===== src/rtl/board_ram_arbiter_if.sv =====
// Requester and RAM-side signals of the board RAM arbiter.
// The slave modport is the arbiter; master is the surrounding video/game/RAM logic.
interface board_ram_arbiter_if #(
    parameter int unsigned AW = 8,
    parameter int unsigned DW = 3
);
    logic          vid_req;
    logic [AW-1:0] vid_addr;
    logic          vid_gnt;
    logic          vid_rvalid;
    logic [DW-1:0] vid_rdata;

    logic          game_req;
    logic          game_we;
    logic [AW-1:0] game_addr;
    logic [DW-1:0] game_wdata;
    logic          game_gnt;
    logic          game_rvalid;
    logic [DW-1:0] game_rdata;

    logic          ram_en;
    logic          ram_we;
    logic [AW-1:0] ram_addr;
    logic [DW-1:0] ram_wdata;
    logic [DW-1:0] ram_rdata;

    logic          addr_err;

    modport slave (
        input  vid_req, vid_addr, game_req, game_we, game_addr, game_wdata, ram_rdata,
        output vid_gnt, vid_rvalid, vid_rdata, game_gnt, game_rvalid, game_rdata,
        output ram_en, ram_we, ram_addr, ram_wdata, addr_err
    );

    modport master (
        output vid_req, vid_addr, game_req, game_we, game_addr, game_wdata, ram_rdata,
        input  vid_gnt, vid_rvalid, vid_rdata, game_gnt, game_rvalid, game_rdata,
        input  ram_en, ram_we, ram_addr, ram_wdata, addr_err
    );
endinterface


===== src/rtl/board_ram_arbiter.sv =====
// Shares the single-port board RAM between video scan-out (priority) and game logic,
// with a starvation limit for the game and a fixed 3-cycle read return path.
module board_ram_arbiter #(
    parameter int unsigned CELLS      = 200,
    parameter int unsigned AW         = 8,
    parameter int unsigned DW         = 3,
    parameter int unsigned STARVE_MAX = 4
) (
    input logic              clk_pix,
    input logic              rst,
    board_ram_arbiter_if.slave bus
);
    typedef struct packed {
        logic valid;
        logic owner;  // 1 = game
        logic oor;
    } tag_t;

    logic [3:0]    starve_cnt;
    tag_t          tag1, tag2;
    logic          vid_gnt, game_gnt, any_gnt;
    logic [AW-1:0] sel_addr;
    logic          sel_we, sel_oor;
    logic [DW-1:0] ret_data;

    always_comb begin
        vid_gnt  = 1'b0;
        game_gnt = 1'b0;
        if (!rst) begin
            if (bus.game_req && (!bus.vid_req || starve_cnt == 4'(STARVE_MAX))) begin
                game_gnt = 1'b1;
            end else if (bus.vid_req) begin
                vid_gnt = 1'b1;
            end
        end
    end

    assign any_gnt  = vid_gnt | game_gnt;
    assign sel_addr = game_gnt ? bus.game_addr : bus.vid_addr;
    assign sel_we   = game_gnt & bus.game_we;
    assign sel_oor  = 32'(sel_addr) >= CELLS;
    assign ret_data = tag2.oor ? '0 : bus.ram_rdata;

    assign bus.vid_gnt  = vid_gnt;
    assign bus.game_gnt = game_gnt;

    always_ff @(posedge clk_pix) begin
        if (rst) begin
            bus.ram_en      <= 1'b0;
            bus.ram_we      <= 1'b0;
            bus.ram_addr    <= '0;
            bus.ram_wdata   <= '0;
            bus.vid_rvalid  <= 1'b0;
            bus.vid_rdata   <= '0;
            bus.game_rvalid <= 1'b0;
            bus.game_rdata  <= '0;
            bus.addr_err    <= 1'b0;
            starve_cnt      <= '0;
            tag1            <= '0;
            tag2            <= '0;
        end else begin
            // Out-of-range accesses never reach the RAM but reads still return a tag.
            bus.ram_en <= any_gnt & ~sel_oor;
            bus.ram_we <= sel_we & ~sel_oor;
            if (any_gnt) begin
                bus.ram_addr  <= sel_addr;
                bus.ram_wdata <= bus.game_wdata;
            end
            if (any_gnt && sel_oor) begin
                bus.addr_err <= 1'b1;
            end

            tag1 <= '{valid: any_gnt & ~sel_we, owner: game_gnt, oor: sel_oor};
            tag2 <= tag1;

            bus.vid_rvalid  <= tag2.valid & ~tag2.owner;
            bus.game_rvalid <= tag2.valid & tag2.owner;
            if (tag2.valid && tag2.owner) begin
                bus.game_rdata <= ret_data;
            end
            if (tag2.valid && !tag2.owner) begin
                bus.vid_rdata <= ret_data;
            end

            if (game_gnt || !bus.game_req) begin
                starve_cnt <= '0;
            end else if (vid_gnt && starve_cnt < 4'(STARVE_MAX)) begin
                starve_cnt <= starve_cnt + 4'd1;
            end
        end
    end
endmodule


===== src/flat_wrapper.sv =====
// flat-port wrapper written by rule: the top's interface ports become plain ports
module board_ram_arbiter_flat 
#(
    parameter int unsigned CELLS      = 200,
    parameter int unsigned AW         = 8,
    parameter int unsigned DW         = 3,
    parameter int unsigned STARVE_MAX = 4
)
  (clk_pix, rst, bus_vid_req, bus_vid_addr, bus_game_req, bus_game_we, bus_game_addr, bus_game_wdata, bus_ram_rdata, bus_vid_gnt, bus_vid_rvalid, bus_vid_rdata, bus_game_gnt, bus_game_rvalid, bus_game_rdata, bus_ram_en, bus_ram_we, bus_ram_addr, bus_ram_wdata, bus_addr_err);
  board_ram_arbiter_if #(.AW(AW), .DW(DW)) bus_i ();
  input logic clk_pix;
  input logic rst;
  input wire logic [$bits(bus_i.vid_req)-1:0] bus_vid_req;
  input wire logic [$bits(bus_i.vid_addr)-1:0] bus_vid_addr;
  input wire logic [$bits(bus_i.game_req)-1:0] bus_game_req;
  input wire logic [$bits(bus_i.game_we)-1:0] bus_game_we;
  input wire logic [$bits(bus_i.game_addr)-1:0] bus_game_addr;
  input wire logic [$bits(bus_i.game_wdata)-1:0] bus_game_wdata;
  input wire logic [$bits(bus_i.ram_rdata)-1:0] bus_ram_rdata;
  output wire logic [$bits(bus_i.vid_gnt)-1:0] bus_vid_gnt;
  output wire logic [$bits(bus_i.vid_rvalid)-1:0] bus_vid_rvalid;
  output wire logic [$bits(bus_i.vid_rdata)-1:0] bus_vid_rdata;
  output wire logic [$bits(bus_i.game_gnt)-1:0] bus_game_gnt;
  output wire logic [$bits(bus_i.game_rvalid)-1:0] bus_game_rvalid;
  output wire logic [$bits(bus_i.game_rdata)-1:0] bus_game_rdata;
  output wire logic [$bits(bus_i.ram_en)-1:0] bus_ram_en;
  output wire logic [$bits(bus_i.ram_we)-1:0] bus_ram_we;
  output wire logic [$bits(bus_i.ram_addr)-1:0] bus_ram_addr;
  output wire logic [$bits(bus_i.ram_wdata)-1:0] bus_ram_wdata;
  output wire logic [$bits(bus_i.addr_err)-1:0] bus_addr_err;
  assign bus_i.vid_req = bus_vid_req;
  assign bus_i.vid_addr = bus_vid_addr;
  assign bus_i.game_req = bus_game_req;
  assign bus_i.game_we = bus_game_we;
  assign bus_i.game_addr = bus_game_addr;
  assign bus_i.game_wdata = bus_game_wdata;
  assign bus_i.ram_rdata = bus_ram_rdata;
  assign bus_vid_gnt = bus_i.vid_gnt;
  assign bus_vid_rvalid = bus_i.vid_rvalid;
  assign bus_vid_rdata = bus_i.vid_rdata;
  assign bus_game_gnt = bus_i.game_gnt;
  assign bus_game_rvalid = bus_i.game_rvalid;
  assign bus_game_rdata = bus_i.game_rdata;
  assign bus_ram_en = bus_i.ram_en;
  assign bus_ram_we = bus_i.ram_we;
  assign bus_ram_addr = bus_i.ram_addr;
  assign bus_ram_wdata = bus_i.ram_wdata;
  assign bus_addr_err = bus_i.addr_err;
  board_ram_arbiter #(.CELLS(CELLS), .AW(AW), .DW(DW), .STARVE_MAX(STARVE_MAX)) u_core (.clk_pix(clk_pix), .rst(rst), .bus(bus_i));
endmodule

===== config.mk =====
export PLATFORM = sky130hd
export DESIGN_NAME = board_ram_arbiter_flat
export DESIGN_NICKNAME = d
export VERILOG_FILES = /design/src/rtl/board_ram_arbiter_if.sv /design/src/rtl/board_ram_arbiter.sv /design/src/flat_wrapper.sv
export SDC_FILE = /design/constraint.sdc
export NUM_CORES = 1
export LEC_CHECK = 0
export ABC_AREA = 1
export CAP_MARGIN = 20
export CORE_UTILIZATION = 26
export CTS_CLUSTER_SIZE = 14
export DETAILED_ROUTE_END_ITERATION = 12
export GPL_TIMING_DRIVEN = 0
export PLACE_DENSITY = 0.63
export SETUP_SLACK_MARGIN = 0.3
export SLEW_MARGIN = 30
export SYNTH_ARGS = -nofsm -noshare
export SYNTH_HDL_FRONTEND = slang
export SYNTH_SLANG_ARGS = --single-unit

===== constraint.sdc =====
create_clock -name clk_pix -period 2.6 [get_ports clk_pix]
set_input_delay 0.52 -clock clk_pix [delete_from_list [all_inputs] [get_ports clk_pix]]
set_output_delay 0.52 -clock clk_pix [all_outputs]
set_load 0.02 [all_outputs]

==> results.cfg, run 1 <==
[route]
remaining_drc_errors = 0
wire_per_inst_um = 10.2
drtAntennaViolNets = 0
drt_iter0_drc = 14
drt_pass1_iterations = 4
wl_met2_um = 1440
drt_wl_total_um = 2990
met3_length_um = 156
vias = 1196
top_layer_used = met4
post_drt_via_cell_ratio = 4.08
drt-met1-wl_um = 1380

[floorplan]
start_util_pct = 27.8
pin_count = 51
coreArea_mm2 = 0.00485
num_rows = 25
fp.dieW_um = 74.0
die-area_mm2 = 0.00547
die_h_um = 74.0

[power]
p_int_w = 0.000912
pwr-share-seq_pct = 44.1
max-vdd-ir-drop_uv = 252
clkPwrFrac_pct = 38.1
p_switching_w = 0.000298
combPwrFrac_pct = 17.8
power_density_mw_per_mm2 = 596
p_sw_share_pct = 24.6
p_leak_nw = 0.913

[sta]
finClkSkew_ns = 0.00523
period_share_pct = 85.2
drv_slew = 0
rsz0062_at_grt = no
finalSetupViolCount = 0
slew_headroom_pct = 79.0
worstMarginPinSlew_ns = 0.314
final_hold_viol_count = 0
timing.hold.ws_ns = 0.400
min_period_ns = 2.22
max_freq_mhz = 451

[logic_synthesis]
yosysSeqAreaShare_pct = 47.5
ys.warnings.count = 0
yosysTopAreaCell = dfxtp_1
netlist_area_mm2 = 0.00135
synthTopCellsByArea = dfxtp_1 48%, inv_1 8.4%, nand2_1 7.5%
synth_top_area_share_pct = 47.5
avgSynthCellArea_um2 = 8.02
ys_seq_elements = 32
synthCells = 168
syn_nets = 197
synth_cell_types = 22

[clock_network]
cts_max_level = 2
root_buffer = clkbuf_8
cts_sinks = 32
cts_buffer_depth = 2
clk_latency_ns = 0.28
cts_tree = built
cts_buffers = 5
hold_buffers = 0
path_clk_slew_ns = 0.06

[final_layout]
drive_above_1_share_pct = 12.8
design_area_mm2 = 0.00203
fin_nets = 254
utilization_pct = 41.9
ff_latch_area_um2 = 641
layout.cells.non_filler = 293
multi_input_area_um2 = 553
n_fill_cell = 502
diodes = 0
area_delta_synth_final_pct = 50.6

[setup_path]
end_kind = output pin
cp.required_ns = 2.08
cp-start-kind = input port
critical_path_class = input port to output pin
crit_arrival_ns = 1.70
path_max_fanout = 10

[global_route]
grt_max_degree = 11
grt_first_pass_wirelength_um = 4710
grt-ovfl-total = 0
grt_pass1_vias = 1112
grt_use_total_pct = 11.5
antenna_found_initial = 0

[worst_hold_path]
hp-class = flip-flop to flip-flop

[placement]
dp.cells = 284
portBuffers = 49
hpwlAfterDp_um = 2270
placed_area_mm2 = 0.00192
finalWeightedCongestion = 0.739

[run]
cap_viol_max_count = 0

[status]
status = completed
==> metrics by stage <==
| stage | setup TNS, ns | setup WS (ns) | power [W] |
|---|---|---|---|
| 2_1_floorplan | 0 | 0.882 | 0.000654 |
| 3_3_place_gp | -0.192 | -0.192 | 0.000759 |
| 3_5_place_dp | -0.200 | -0.200 | 0.000760 |
| 4_1_cts | 0 | 0.307 | 0.00123 |
| 5_1_grt | 0 | 0.336 | 0.00127 |
| 6_report | 0 | 0.384 | 0.00121 |
==> final cells by class <==
class                   instances  share of cell area [%]
inverters                      31                    5.73
clock buffers                   6                    3.58
well taps                      67                    4.13
flip-flops and latches         32                    31.6
multi-input cells             100                    27.3
plain buffers                   5                    1.85
clock inverters                 2                    1.73
repair buffers                 50                    24.2
==> routing by layer <==
metal | global-route usage, % | vias to the layer above
met1 | 13.9 | 518
met2 | 18.7 | 33
met4 | 3.85 | 0
met5 | 0 | -
met3 | 4.47 | 2
li1 | - | 643
==> cell usage in the layout, fill, tap and decap left out <==
master,instances
nand2_1,27
inv_1,29
o21ai_0,9
bufinv_16,1
clkbuf_1,1
nor2_2,1
nor2_1,17
clkdlybuf4s50_1,47
clkbuf_2,1
dfxtp_1,32
clkinv_2,1
nand2_2,3
buf_6,2
nand2_4,3
nand3_1,5
buf_2,3
nor2_8,1
clkbuf_8,5
o21bai_1,2
nand3b_1,3
nand4_1,2
inv_2,2
o211ai_1,5
nand3_2,2
nor2_4,2
buf_4,2
a21oi_1,13
a31oi_1,3
ha_1,2
==> state kept, by name, indices dropped and copies added, names as in the netlist <==
register and flops:
u_core.bus.vid_rvalid 1, u_core.bus.game_rvalid 1, u_core.bus.ram_en 1, u_core.bus.game_rdata 3, u_core.tag1 3, u_core.bus.ram_addr 8
u_core.bus.vid_rdata 3, u_core.bus.addr_err 1, u_core.bus.ram_we 1, u_core.starve_cnt 4, u_core.tag2 3, u_core.bus.ram_wdata 3
==> worst paths after layout <==
kind | start | to | cells past startpoint | slack, ns
max | bus_game_req | bus_game_gnt | 7 | 0.38
min | u_core.tag1[1]$_SDFF_PP0_ | u_core.tag2[1]$_SDFF_PP0_ | 2 | 0.40
min reg2reg | u_core.tag1[1]$_SDFF_PP0_ | u_core.tag2[1]$_SDFF_PP0_ | 2 | 0.40
max reg2reg | u_core.starve_cnt[0]$_SDFFE_PP0P_ | u_core.bus.addr_err$_SDFFE_PP0P_ | 11 | 1.07
==> critical path: stages <==
cell	delay, ns
clkdlybuf4s50_1	0.49
inv_1	0.10
nor2_8	0.14
nand2_4	0.06
buf_6	0.14
inv_2	0.09
buf_4	0.15
==> cell usage after synthesis <==
cell type  number
a21oi_1        13
buf_2           3
nand3_1         5
nand2_1        27
inv_2           1
nor2_4          2
nor2_2          1
nand4_1         2
nor2_8          1
dfxtp_1        32
buf_6           2
ha_1            2
inv_1          30
o211ai_1        5
o21bai_1        2
a31oi_1         3
o21ai_0         9
nand2_4         3
nand3b_1        3
nand2_2         3
nand3_2         2
nor2_1         17
==> logic make-up (layout without fill, tap and decap cells) <==
| kind of cell | count (synthesis) | after routing | synth area share, % |
|---|---|---|---|
| buf+inv | 36 | 94 | 11.4 |
| compound gates | 32 | 32 | 13.5 |
| flops | 32 | 32 | 47.5 |
| fa+ha+maj | 2 | 2 | 1.86 |
| simple gates | 66 | 66 | 25.7 |
==> repair_timing <==
action / 4_1_cts / 5_1_grt
cloned: 0 / 0
setup buffers: 1 / 0
resized for setup: 7 / 2
setup endpoints to repair: 2 / 2
pin swaps: 1 / 0
==> power groups by stage <==
stage	Sequential, W	Clock (W)	Combinational [W]
finish	0.000533	0.000461	0.000216
global route	0.000536	0.000496	0.000237
CTS	0.000533	0.000478	0.000218
detailed placement	0.000544	0	0.000216
global placement	0.000544	0	0.000215
floorplan	0.000572	0	0.0000820
No activity file was read; power rests on OpenSTA's default activity.
==> run 2, diff against run 1 <==
Settings changed: CORE_ASPECT_RATIO set to 1.25, RECOVER_POWER set to 50.
==> results.cfg, run 2 (same netlist as run 1, synthesis figures left out) <==
[run]
cap_viol_max_count = 0

[final_layout]
largest_reg_flops = 8
multi_input_area_um2 = 532
area_delta_synth_final_pct = 46.3
n_fill_cell = 512
mostFrequentLayoutCells = 38 x clkdlybuf4s50_1, 32 x dfxtp_1, 29 x inv_1, 29 x nand2_1, 18 x nor2_1
utilization_pct = 40.5
drive_above_1_share_pct = 9.33
top_regs = u_core.bus.ram_addr (8), u_core.starve_cnt (4)
ff_latch_area_um2 = 641
diodes = 0
fin_nets = 254
largest_register = u_core.bus.ram_addr
final_common_cell = clkdlybuf4s50_1
design_area_mm2 = 0.00197

[clock_network]
cts_buffers = 5
cts_max_level = 2
cts_tree = built
root_buffer = clkbuf_8
cts_sinks = 32
clk_latency_ns = 0.28
path_clk_slew_ns = 0.06
cts_buffer_depth = 2

[placement]
portBuffers = 49
finalWeightedCongestion = 0.741
hpwlAfterDp_um = 2310
placed_area_mm2 = 0.00191

[global_route]
grt-ovfl-total = 0
grt_use_total_pct = 12.3
gr-max-usage-layer = met2
grt_pass1_vias = 1144
grt_max_degree = 11
use_met1_pct = 13.4
globalRouteMet2Util_pct = 21.4
antenna_found_initial = 0
grtUsageMet3_pct = 4.81
grt_first_pass_wirelength_um = 4970

[sta]
rsz0062_at_grt = no
min_period_ns = 2.36
drv_slew = 0
worstMarginPinSlew_ns = 0.513
finClkSkew_ns = 0.00303
slew_headroom_pct = 65.8
max_freq_mhz = 423
period_share_pct = 90.9
finalSetupViolCount = 0
final_hold_viol_count = 0

[power]
power_density_mw_per_mm2 = 582
p_leak_nw = 0.905
max-vdd-ir-drop_uv = 218

[setup_path]
crit_arrival_ns = 1.84
critical_path_class = input port to output pin
end_kind = output pin
crit_chain = dlygate4sd3_1 -> nand2_1 -> nand2_4 -> buf_6 -> inv_2 -> buf_2
rrSetupSlack_ns = 0.90
path_delay_family = buffers and inverters
cpPeakStageDelay_ns = 0.60
cp_num_cells = 6
path_buf_inv = 4
cpMaxStageDelayCell = dlygate4sd3_1
worstRegToRegCells = 11
cp-start-kind = input port
path_max_fanout = 10
cp.required_ns = 2.08

[floorplan]
coreArea_mm2 = 0.00487
fp.dieW_um = 66.4
die_h_um = 82.5
num_rows = 28
pin_count = 51
start_util_pct = 27.7
die-area_mm2 = 0.00548

[route]
drt_pass1_iterations = 4
post_drt_via_cell_ratio = 4.20
remaining_drc_errors = 0
drt_wl_total_um = 3070
drtAntennaViolNets = 0
drt_iter0_drc = 34
vias = 1196
wire_per_inst_um = 10.8

[worst_hold_path]
hold_depth = 2
hp-class = flip-flop to flip-flop

[status]
status = completed
## run 2: what timing repair did
| action | CTS | global route |
|---|---|---|
| gates resized for setup | 8 | 2 |
| setup endpoints to repair | 2 | 1 |
| pin swaps | 1 | 0 |
| hold buffers | 0 | 0 |
| buffers inserted | 1 | 0 |
## run 2: stage by stage
stage	TNS [ns]	setup WS, ns	total power, W	std cells	hold WS (ns)
finish	0	0.236	0.00115	285	0.406
global route	0	0.194	0.00121	285	0.433
CTS	0	0.326	0.00117	285	0.406
detailed placement	-0.228	-0.224	0.000762	277	0.397
global placement	-0.247	-0.237	0.000759	277	0.390
floorplan	0	0.882	0.000654	168	0.388
## run 2: layer usage
layer	part of all wire, %	wire (µm)
met1	44	1350
met2	48	1480
met3	7.1	219
met4	1.0	31
met5	0	0
## run 2: worst paths after layout
| path | startpoint | endpoint |
|---|---|---|
| worst min register to register | u_core.tag1[2]$_SDFF_PP0_ | u_core.tag2[2]$_SDFF_PP0_ |
| worst max register to register | u_core.starve_cnt[0]$_SDFFE_PP0P_ | u_core.bus.addr_err$_SDFFE_PP0P_ |
| worst max-delay path | bus_vid_req | bus_game_gnt |
| worst min-delay path | u_core.tag1[2]$_SDFF_PP0_ | u_core.tag2[2]$_SDFF_PP0_ |
## run 2: tightest hold or removal path, cell delays in order (launching register included)
cell and delay, ns:
dfxtp_1 0.29, inv_1 0.04, nor2_1 0.03
## run 2: power by group
group / switching, W / internal (W)
clock: 0.000171 / 0.000235
combinational: 0.000107 / 0.000102
sequential: 0.0000133 / 0.000520
total: 0.000291 / 0.000857
## run 2: final cells by class
cell class / instances / area share [%]
inverters: 31 / 5.90
plain buffers: 5 / 1.40
repair buffers: 50 / 24.6
multi-input cells: 100 / 27.0
clock buffers: 7 / 4.89
well taps: 60 / 3.81
flip-flops and latches: 32 / 32.5
